### config.mk
export PLATFORM = sky130hd
export DESIGN_NAME = mem_stage
export DESIGN_NICKNAME = d
export VERILOG_FILES = /design/src/rtl/mem_pkg.sv /design/src/rtl/load_align.sv /design/src/rtl/mem_stage.sv
export SDC_FILE = /design/constraint.sdc
export NUM_CORES = 1
export LEC_CHECK = 0
export ABC_AREA = 1
export CAP_MARGIN = 15
export CELL_PAD_IN_SITES_DETAIL_PLACEMENT = 0
export CELL_PAD_IN_SITES_GLOBAL_PLACEMENT = 2
export CORE_MARGIN = 5
export CORE_UTILIZATION = 21
export DETAILED_ROUTE_END_ITERATION = 8
export PLACE_DENSITY_LB_ADDON = 0.1
export SLEW_MARGIN = 0
export SYNTH_ARGS = -nofsm -noshare
export SYNTH_HDL_FRONTEND = slang
export SYNTH_HIERARCHICAL = 1
export SYNTH_SLANG_ARGS = --single-unit
export TNS_END_PERCENT = 20
### constraint.sdc
create_clock -name clk -period 4.7 [get_ports clk]
set_input_delay 0.94 -clock clk [delete_from_list [all_inputs] [get_ports clk]]
set_output_delay 0.94 -clock clk [all_outputs]
set_load 0.01 [all_outputs]
### src/rtl/mem_pkg.sv
`default_nettype none
// ============================================================================
//  Module   : mem_pkg
//  Purpose  : Shared definitions for the MEM pipeline stage: major opcodes of
//             memory instructions, the funct3 width/sign encoding and the
//             request FSM state encoding.
//  Ports    : none (package)
//  Revision : 1.0 - initial release
// ============================================================================
package mem_pkg;

  localparam logic [6:0] OP_LOAD  = 7'b0000011;
  localparam logic [6:0] OP_STORE = 7'b0100011;

  // Access width and signedness carried in instruction bits [14:12].
  typedef enum logic [2:0] {
    F3_B  = 3'b000,
    F3_H  = 3'b001,
    F3_W  = 3'b010,
    F3_BU = 3'b100,
    F3_HU = 3'b101
  } funct3_e;

  typedef enum logic [0:0] {
    ST_IDLE = 1'b0,
    ST_WAIT = 1'b1
  } state_e;

endpackage : mem_pkg
`default_nettype wire

### src/rtl/load_align.sv
`default_nettype none
// ============================================================================
//  Module   : load_align
//  Purpose  : Combinational load-data extraction. Shifts the returned memory
//             word down by the byte offset and sign- or zero-extends the
//             selected byte/halfword according to funct3.
//  Ports    : rdata  in  32  word returned by data memory
//             off    in   2  effective byte offset inside the word
//             funct3 in   3  load width/sign selector
//             data   out 32  extended load value
//  Revision : 1.0 - initial release
// ============================================================================
module load_align
  import mem_pkg::*;
(
  input  logic [31:0] rdata,
  input  logic [1:0]  off,
  input  funct3_e     funct3,
  output logic [31:0] data
);

  logic [31:0] shifted;

  assign shifted = rdata >> {off, 3'b000};

  always_comb begin
    data = shifted;
    case (funct3)
      F3_B:    data = {{24{shifted[7]}}, shifted[7:0]};
      F3_H:    data = {{16{shifted[15]}}, shifted[15:0]};
      F3_BU:   data = {24'h000000, shifted[7:0]};
      F3_HU:   data = {16'h0000, shifted[15:0]};
      default: data = shifted;
    endcase
  end

endmodule : load_align
`default_nettype wire

### src/rtl/mem_stage.sv
`default_nettype none
// ============================================================================
//  Module   : mem_stage
//  Purpose  : MEM pipeline stage. Decodes loads/stores from the EX/MEM
//             register, drives a request/ack data-memory port with byte-lane
//             enables and replicated store data, stalls upstream while the
//             memory is busy and registers the MEM/WB outputs.
//  Build    : MISALIGN_TRAP_EN defined   -> misaligned ops are suppressed and
//                                           flagged on misalign for one cycle
//             MISALIGN_TRAP_EN undefined -> misalign tied 0, halfword/word
//                                           accesses are force-aligned
//  Ports    : clk, rst (async, active-low)
//             alu_q, rd2q, pc4q, instq1     in  EX/MEM register contents
//             dmem_req/we/addr/be/wdata     out memory request
//             dmem_ack, dmem_rdata          in  memory response
//             stall                         out freeze upstream registers
//             wb_data, wb_pc4, wb_inst      out MEM/WB register
//             misalign                      out misaligned-access flag
//  Revision : 1.0 - initial release
// ============================================================================
module mem_stage
  import mem_pkg::*;
(
  input  logic        clk,
  input  logic        rst,
  input  logic [31:0] alu_q,
  input  logic [31:0] rd2q,
  input  logic [31:0] pc4q,
  input  logic [31:0] instq1,
  output logic        dmem_req,
  output logic        dmem_we,
  output logic [31:0] dmem_addr,
  output logic [3:0]  dmem_be,
  output logic [31:0] dmem_wdata,
  input  logic        dmem_ack,
  input  logic [31:0] dmem_rdata,
  output logic        stall,
  output logic [31:0] wb_data,
  output logic [31:0] wb_pc4,
  output logic [31:0] wb_inst,
  output logic        misalign
);

  logic [6:0]  opcode;
  funct3_e     f3;
  logic        is_load;
  logic        is_store;
  logic        mem_op;
  logic        is_half;
  logic        is_word;
  logic [1:0]  off;
  logic [1:0]  lane_off;
  logic        trap;
  logic [31:0] load_data;
  state_e      state;
  state_e      state_nxt;

  // --------------------------------------------------------------------------
  // Decode
  // --------------------------------------------------------------------------
  assign opcode = instq1[6:0];
  assign f3     = funct3_e'(instq1[14:12]);
  assign off    = alu_q[1:0];

  always_comb begin
    is_load  = 1'b0;
    is_store = 1'b0;
    if (opcode == OP_LOAD) begin
      case (f3)
        F3_B, F3_H, F3_W, F3_BU, F3_HU: is_load = 1'b1;
        default:                        is_load = 1'b0;
      endcase
    end else if (opcode == OP_STORE) begin
      case (f3)
        F3_B, F3_H, F3_W: is_store = 1'b1;
        default:          is_store = 1'b0;
      endcase
    end
  end

  assign mem_op  = is_load | is_store;
  assign is_half = (f3 == F3_H) || (f3 == F3_HU);
  assign is_word = (f3 == F3_W);

`ifdef MISALIGN_TRAP_EN
  // Misaligned ops never reach memory; lanes use the raw offset.
  assign lane_off = off;
  assign trap     = mem_op & ((is_half & off[0]) | (is_word & (off != 2'b00)));
`else
  // Low offset bits that would misalign the access are simply dropped.
  assign lane_off = is_word ? 2'b00 : (is_half ? {off[1], 1'b0} : off);
  assign trap     = 1'b0;
`endif

  // --------------------------------------------------------------------------
  // Request FSM
  // --------------------------------------------------------------------------
  always_ff @(posedge clk or negedge rst) begin
    if (!rst) begin
      state <= ST_IDLE;
    end else begin
      state <= state_nxt;
    end
  end

  always_comb begin
    state_nxt = state;
    case (state)
      ST_IDLE: if (mem_op && !trap && !dmem_ack) state_nxt = ST_WAIT;
      ST_WAIT: if (dmem_ack)                     state_nxt = ST_IDLE;
      default: state_nxt = ST_IDLE;
    endcase
  end

  // Gated with rst so the request drops the instant reset asserts, even
  // while the held EX/MEM inputs still describe a memory op.
  assign dmem_req = rst & (((state == ST_IDLE) & mem_op & ~trap) |
                           (state == ST_WAIT));
  assign dmem_we  = dmem_req & is_store;
  assign stall    = dmem_req & ~dmem_ack;
  assign dmem_addr = {alu_q[31:2], 2'b00};

  // --------------------------------------------------------------------------
  // Byte lanes and store data
  // --------------------------------------------------------------------------
  always_comb begin
    dmem_be    = 4'b0000;
    dmem_wdata = rd2q;
    if (is_load) begin
      dmem_be = 4'b1111;
    end else if (is_store) begin
      case (f3)
        F3_B: begin
          dmem_be    = 4'b0001 << lane_off;
          dmem_wdata = {4{rd2q[7:0]}};
        end
        F3_H: begin
          dmem_be    = 4'b0011 << lane_off;
          dmem_wdata = {2{rd2q[15:0]}};
        end
        default: begin
          dmem_be    = 4'b1111;
          dmem_wdata = rd2q;
        end
      endcase
    end
  end

  load_align u_load_align (
    .rdata  (dmem_rdata),
    .off    (lane_off),
    .funct3 (f3),
    .data   (load_data)
  );

  // --------------------------------------------------------------------------
  // MEM/WB register: a stalled cycle writes a bubble; a trapped op retires
  // as a null instruction carrying its faulting address.
  // --------------------------------------------------------------------------
  always_ff @(posedge clk or negedge rst) begin
    if (!rst) begin
      wb_data <= 32'h0;
      wb_pc4  <= 32'h0;
      wb_inst <= 32'h0;
    end else if (stall) begin
      wb_data <= 32'h0;
      wb_pc4  <= 32'h0;
      wb_inst <= 32'h0;
    end else begin
      wb_pc4  <= pc4q;
      wb_inst <= trap ? 32'h0 : instq1;
      wb_data <= (is_load && !trap) ? load_data : alu_q;
    end
  end

`ifdef MISALIGN_TRAP_EN
  always_ff @(posedge clk or negedge rst) begin
    if (!rst) begin
      misalign <= 1'b0;
    end else begin
      misalign <= trap;
    end
  end
`else
  assign misalign = 1'b0;
`endif

endmodule : mem_stage
`default_nettype wire
**Word level (Yosys, flattened, before mapping)**

Cells that the tools add are included.
W data, S select, Z words.

- Register bits after elaboration: 97
- Output and inout bits: 168

- Equality and inequality tests: 6
- Shift-type cells: 3
- Muxes and demuxes: 21
- Bitwise gates (word level): 8
- Reductions and logical operators: 6

Operators by type and width:

| kind | number |
|---|---|
| $mux W32 | 6 |
| $pmux W32 S4 | 1 |
| $pmux W32 S2 | 1 |
| $shr A32 B5 Y32 | 1 |
| $mux W1 | 8 |
| $mux W4 | 2 |
| $pmux W4 S2 | 1 |
| $eq A7 B2 Y1 const B | 1 |
| $eq A7 B6 Y1 const B | 1 |
| $eq A3 B3 Y1 const B | 2 |
| $reduce_or A5 Y1 | 1 |
| $and A1 B1 Y1 | 4 |
| $shl A1 B2 Y4 const A | 1 |
| $shl A2 B2 Y4 const A | 1 |
| $eq A3 B1 Y1 const B | 1 |
| $eq A3 B2 Y1 const B | 1 |
| $logic_not A3 Y1 | 1 |
| $reduce_or A3 Y1 | 1 |
| $mux W2 | 1 |
| $not A1 Y1 | 2 |
| $or A1 B1 Y1 | 2 |
| $pmux W1 S2 | 1 |
| $logic_and A1 B1 Y1 | 1 |
| $logic_not A1 Y1 | 1 |
| $logic_or A1 B1 Y1 | 1 |

**Longest topological paths before layout**

Gate-level depths: netlist of run 1.

- Depth after elaboration: 11
- Mapped depth: 16
- Depth with buffers taken out: 13

**By module**

Netlist of run 1, hierarchy kept.

Modules (own cells, without submodules):

| module | instances | cells each | area an instance (µm²) | sequential area each (µm²) |
|---|---|---|---|---|
| mem_stage | 1 | 582 | 4616.9 | 2427.3 |
| load_align | 1 | 158 | 920.9 | 0.0 |

**Worst setup path before layout of run 1**

No wires, ideal clock.

- Kind: in2out
- Start: input instq1[12]
- End: output dmem_wdata[20]
- Arrival: 2.015 ns
- Data required time: 3.760 ns
- Slack: 1.745 ns
- Stages on the path: 9
- Buffers on the path: 2
- Cell sequence: buf_2 nor2_2 nand2_1 nand2_2 inv_2 nor2_4 buf_6 nand2_1 nand2_1

- Longest elaborated chain between the ends: 7

RTL lines:

| element | RTL line | source |
|---|---|---|
| from (decl) | mem_stage.sv:29 | `input logic [31:0] instq1,` |
| $eq A3 B2 Y1 (tied with other cells) | mem_stage.sv:69, mem_stage.sv:74 |  |
| $reduce_or A3 Y1 | mem_stage.sv:74 | `case (f3)` |
| $mux W1 | mem_stage.sv:74 |  |
| $mux W1 | mem_stage.sv:73 | `end else if (opcode == OP_STORE) begin` |
| $mux W1 | mem_stage.sv:68 | `if (opcode == OP_LOAD) begin` |
| $mux W32 | mem_stage.sv:131 | `end else if (is_store) begin` |
| $mux W32 (*) | mem_stage.sv:129 | `if (is_load) begin` |
| to (decl) | mem_stage.sv:34 | `output logic [31:0] dmem_wdata,` |

Mark *: on every way between the ends. The rest lies on a longest branch, timed or not.

**Worst setup path after layout of run 1**

- Start: input instq1[14]
- End: output dmem_wdata[18]

The elaborated chain is that of the path after synthesis.

==> flow_summary_export.csv, run 1 <==
group,metric,value,unit
run_status,status,"finished, final reports clean",
critical_path,worstSetupStartpointType,"primary input",
detailed_routing,drt_iter0_drc,312,
grt,grtUsageTotal,14.1,%
synth,synth_commonest_cells,"nand2_1 (208), inv_1 (135), dfrtp_1 (97), o21ai_0 (65), buf_4 (44)",
synth,yosysMostFrequentCell,"nand2_1",
detailed_routing,wl_met3,2110,um
grt,overflow,0,
detailed_routing,routed-wl-met2,10200,um
place,port_buffers,327,
critical_path,crit_arrival,3260,ps
floorplanning,die_area,29700,um2
synth,synth.distinct_cells,32,
detailed_routing,drtAntennaViolNets,0,
place,gp_congestion,0.755,
pwr,p_leak,0.00459,uW
detailed_routing,avgRoutedWirePerCell,16.1,um
synth,ys.flop_type,"dfrtp_1",
layout,syn_to_final_growth,64.4,%
critical_path,r2r-start,"state$_DFF_PN0_",
layout,drive_gt1_share,9.71,%
flow_run,maxCapViolCount,0,
sta,tns,0,ps
cts,ctsResizeCount,0,
critical_path,crit_path_max_fanout,17,
synth,netlist_instances,740,
detailed_routing,wl,21800,um
cts,ctsHoldBuffers,0,
floorplanning,row_count,59,
sta,slew_headroom,27.8,%
sta,rsz0062_at_grt,"false",
sta,fmax,0.238,GHz
floorplanning,dieWidth,172,um
floorplanning,die_y,172,um
synth,synthesis.area,5540,um2
critical_path,critPathRequiredTime,3760,ps
place,hpwl,17100,um
synth,yosysSeqAreaShare,43.8,%
detailed_routing,highest_layer,"met5",
critical_path,crit_path_end_kind,"output pin",
pwr,power_per_cell_area,243,nW/um2
sta,finalCritPeriodShare,89.4,%
floorplanning,ioPinCount,331,
floorplanning,start_util,21.3,%
cts,clock_path_buffers,2,
cts,clk_pin_slew,80,ps
synth,synth_top_area_share,43.8,%
layout,nNetsFinal,1178,
synth,yosysTopAreaCell,"dfrtp_1",
sta,hold_violations,0,
detailed_routing,viasPerCell,3.95,
pwr,peakVddDrop,0.148,mV
floorplanning,core,26000,um2
worst_hold_path,hold_path.class,"primary input to asynchronous set/reset pin",
layout,n_antenna_cell,0,
grt,antenna_found_initial,1,
synth,postSynth.asyncResetShare,100,%
synth,synth_area_per_cell,7.48,um2
sta,drv_slew,0,
place,dp_slack,446,ps
synth,synth_seq_cells,97,
sta,worst_slack,497,ps
synth,synth_edf_count,0,
detailed_routing,dr.pass1.iters,4,
grt,grt_pass1_wl,32000,um
critical_path,critPathLaunch,"instq1[14]",
detailed_routing,wl_met1,9290,um
cts,cts_buffers,9,
cts,clock_latency,350,ps
cts,cts.htree.levels,3,
cts,cts_setup_buffers,0,
synth,ys_top_cells_by_area,"dfrtp_1 (44%), nand2_1 (14%), inv_1 (9.2%), buf_4 (6.0%), o21ai_0 (5.9%)",
cts,cts_tree,"yes",
detailed_routing,drc,0,
grt,grt_max_degree,97,
sta,finClkSkew,8.67,ps
cts,cts.sinks,97,
sta,setup_viol,0,
sta,worst_slew_pin_slew,1080,ps
detailed_routing,via_count,5351,
cts,clock-root-buffer,"clkbuf_16",
critical_path,critical_path_class,"primary input to output pin",
grt,grt_pass1_vias,5339,
synth,yosys_warnings,6,
sta,timing.final.crit_period,4200,ps
layout by cell type, fill, tap and decap left out:
cell             count
clkdlybuf4s50_1    326
nand2_1            208
inv_1              135
dfrtp_1             97
o21ai_0             65
inv_2               32
nand3_2             20
nand3_1             20
nor2_1              15
o211ai_1            14
buf_4               13
o21ai_1             10
o22ai_1              9
clkbuf_16            9
a21oi_1              8
a22oi_1              7
nand2_2              6
nor2_2               3
nor2_4               3
conb_1               3
inv_8                3
nand3_4              2
clkinv_8             2
clkinv_4             2
nor3_1               1
clkinv_1             1
nand3b_2             1
o21a_1               1
inv_6                1
inv_4                1
and2_1               1
nand2_4              1
sequential cells by signal (all words and copies together), names as in the netlist:
| signal | count |
|---|---|
| wb_data | 32 |
| wb_inst | 32 |
| wb_pc4 | 32 |
| state | 1 |
kinds of logic after synthesis:
group | after synthesis | synth area share, %
compound gates | 114 | 11.5
flops | 97 | 43.8
simple gates | 281 | 23.0
other cells | 1 | 0.0677
buf+inv | 247 | 21.6
path summary, 6_finish.rpt:
path / to / slack [ps] / depth (start not counted)
max: dmem_wdata[18] / 500 / 8
min: wb_data[4]$_DFF_PN0_ / 460 / 1
max reg2reg: wb_pc4[8]$_DFF_PN0_ / 2800 / 6
min reg2reg: state$_DFF_PN0_ / 610 / 4
max in group asynchronous: wb_inst[6]$_DFF_PN0_ / 2740 / 3
min in group clk: state$_DFF_PN0_ / 610 / 4
critical path: stages:
cell and delay [ps]:
clkdlybuf4s50_1 520, nand3b_2 370, nand2_2 160, inv_2 140, nor2_4 400, nand2_1 100, nand2_1 80, clkdlybuf4s50_1 540
power by group:
part | switching (uW) | leakage, uW | internal [uW]
clock network | 376 | 0.000150 | 380
registers | 10.6 | 0.00113 | 878
logic | 259 | 0.00330 | 311
total | 646 | 0.00459 | 1570
per-stage QoR:
stage	utilization (%)	hold slack, ps	std cells	cell area [um2]	power, uW
2_1_floorplan	-	535	742	5550	1140
3_3_place_gp	33.9	612	1339	8800	1490
3_5_place_dp	33.9	600	1339	8800	1490
4_1_cts	35.0	447	1355	9110	2280
5_1_grt	35.0	457	1355	9110	2360
6_report	35.0	457	1355	9110	2220
final cells by class:
type	count	area [um2]
flip-flops and latches	97	2430
fillers	2784	16900
clock buffers	9	225
clock inverters	7	81.3
multi-input cells	398	1940
inverters	170	648
well taps	335	419
repair buffers	339	3360
layer usage:
metal / global-route usage (%) / vias up
li1: - / 2738
met1: 18.3 / 2402
met2: 23.1 / 200
met3: 4.37 / 9
met4: 2.80 / 2
met5: 0 / -
Note: power is estimated with default switching activity, not from simulation.
==> run 2, diff against run 1 <==
--- a/config.mk
+++ b/config.mk
@@ -13,6 +13,7 @@
 export CORE_UTILIZATION = 21
 export DETAILED_ROUTE_END_ITERATION = 8
 export PLACE_DENSITY_LB_ADDON = 0.1
+export RECOVER_POWER = 50
 export SLEW_MARGIN = 0
 export SYNTH_ARGS = -nofsm -noshare
 export SYNTH_HDL_FRONTEND = slang
==> run 2 against run 1 <==
  * Via count up 0.26%
  * Core utilization hardly changed
  * Non-clock buffer count did not move
  * First-iteration DRC count rose by 11%
  * Clock power about the same
  * Die area is the same
  * Largest power group unchanged
==> flow_summary_export.csv, run 2 (synthesis results as in run 1) <==
group,metric,value,unit
run_status,status,"finished, final reports clean",
critical_path,crit_path_max_fanout,17,
sta,rsz0062_at_grt,"false",
place,gp_congestion,0.755,
layout,syn_to_final_growth,64.2,%
critical_path,crit_arrival,3260,ps
floorplanning,ioPinCount,331,
cts,cts_setup_buffers,0,
layout,fin_area,9090,um2
floorplanning,core,26000,um2
pwr,switching_power,646,uW
cts,ctsHoldBuffers,0,
detailed_routing,drtAntennaViolNets,0,
grt,grt_pass1_wl,32000,um
critical_path,cp_cell_sequence,"clkdlybuf4s50_1 > nand3b_2 > nand2_2 > inv_2 > nor2_4 > nand2_1 > nand2_1 > clkdlybuf4s50_1",
critical_path,worstSetupStartpointType,"primary input",
place,port_buffers,327,
layout,nNetsFinal,1178,
detailed_routing,drt_iter0_drc,346,
sta,setup_viol,0,
sta,hold_violations,0,
detailed_routing,wl,21700,um
floorplanning,die_area,29700,um2
floorplanning,start_util,21.3,%
sta,tns,0,ps
layout,top_regs,"wb_data: 32 flops, wb_inst: 32 flops, wb_pc4: 32 flops",
sta,fmax,0.238,GHz
detailed_routing,viasPerCell,3.96,
cts,clock_latency,350,ps
detailed_routing,drc,0,
sta,slew_headroom,22.3,%
pwr,power_frac_seq,40.3,%
cts,cts.htree.levels,3,
grt,grt_max_degree,97,
sta,finClkSkew,9.95,ps
critical_path,slowest_stage,"clkdlybuf4s50_1",
cts,clock-root-buffer,"clkbuf_16",
grt,grt_pass1_vias,5339,
detailed_routing,dr.pass1.iters,4,
pwr,swShare,29.4,%
sta,timing.final.crit_period,4200,ps
cts,cts_tree,"yes",
floorplanning,row_count,59,
place,hpwl,17100,um
floorplanning,dieWidth,172,um
cts,ctsResizeCount,0,
grt,antenna_found_initial,1,
cts,cts.sinks,97,
cts,cts_buffers,9,
pwr,internal-power,1550,uW
pwr,power_per_cell_area,242,nW/um2
critical_path,cpPeakStageDelay,540,ps
cts,clk_pin_slew,80,ps
detailed_routing,via_count,5365,
sta,worst_slew_pin_slew,1170,ps
sta,drv_slew,0,
critical_path,critPathLaunch,"instq1[14]",
cts,clock_path_buffers,2,
critical_path,critical_path_class,"primary input to output pin",
layout,drive_gt1_share,9.51,%
layout,final_cell_mix,"clkdlybuf4s50_1 (245), nand2_1 (208), inv_1 (135)",
worst_hold_path,hold_path.class,"flop to flop",
grt,overflow,0,
pwr,p_clk_share,34.5,%
pwr,peakVddDrop,0.148,mV
critical_path,r2r-start,"state$_DFF_PN0_",
place,place_area,8800,um2
layout,n_antenna_cell,0,
critical_path,crit_path_end_kind,"output pin",
floorplanning,die_y,172,um
grt,grtUsageTotal,14.1,%
layout,layout_commonest_cell,"clkdlybuf4s50_1",
flow_run,maxCapViolCount,0,
worst_hold_path,min_from,"state$_DFF_PN0_",
detailed_routing,avgRoutedWirePerCell,16.0,um
sta,finalCritPeriodShare,89.4,%
pwr,p_leak,0.00460,uW
critical_path,critPathRequiredTime,3760,ps
pwr,power_frac_comb,25.2,%
## run 2: cell count changes in the layout (fill, tap and decap cells not counted), sizes merged
| cell | before | now |
|---|---|---|
| dlygate4sd3 | 0 | 81 |
| clkdlybuf4s50 | 326 | 245 |
| clkbuf | 9 | 11 |
| buf | 13 | 11 |
## run 2: power groups by stage
| stage | sequential [uW] | clock, uW | combinational, uW |
|---|---|---|---|
| final | 887 | 758 | 555 |
| after global routing | 893 | 835 | 615 |
| after CTS | 890 | 802 | 584 |
| after detailed placement | 906 | 0 | 581 |
| after global placement | 906 | 0 | 584 |
| after floorplan | 933 | 0 | 209 |
## run 2: worst paths after layout
check | endpoint | slack [ps] | cells past startpoint
setup / recovery | dmem_wdata[18] | 500 | 8
hold / removal | state$_DFF_PN0_ | 610 | 4
setup reg to reg | wb_pc4[8]$_DFF_PN0_ | 2770 | 6
hold reg to reg | state$_DFF_PN0_ | 610 | 4
max in group asynchronous | wb_inst[6]$_DFF_PN0_ | 1630 | 3
min in group asynchronous | wb_data[4]$_DFF_PN0_ | 760 | 1
## run 2: final cells by class
type / count / area (um2)
Timing Repair Buffer: 339 / 3350
Inverter: 170 / 648
Multi-Input combinational cell: 398 / 1940
Fill cell: 2786 / 16900
Sequential cell: 97 / 2430
Clock inverter: 7 / 81.3
Clock buffer: 9 / 225
Tap cell: 335 / 419
## run 2: critical path: cells and delay by family
family                 cells  cell delay [ps]
and+or+nand+nor            5             1110
buffers and inverters      3             1200
## run 2: layer usage
| layer | global-route usage [%] | up-vias | share of wire (%) |
|---|---|---|---|
| li1 | - | 2740 | - |
| met1 | 18.3 | 2414 | 43 |
| met2 | 23.1 | 200 | 47 |
| met3 | 4.37 | 9 | 9.6 |
| met4 | 2.80 | 2 | 0.84 |
| met5 | 0 | - | 0.060 |
## run 2: through the flow
| step | setup WS (ps) | hold slack [ps] | utilization, % | instances | total power (uW) |
|---|---|---|---|---|---|
| after CTS | 449 | 447 | 35.0 | 1355 | 2280 |
| after detailed placement | 446 | 600 | 33.9 | 1339 | 1490 |
| after global routing | 245 | 672 | 35.0 | 1355 | 2340 |
| final | 498 | 610 | 35.0 | 1355 | 2200 |
| after global placement | 537 | 612 | 33.9 | 1339 | 1490 |
| after floorplan | 1750 | 535 | - | 742 | 1140 |
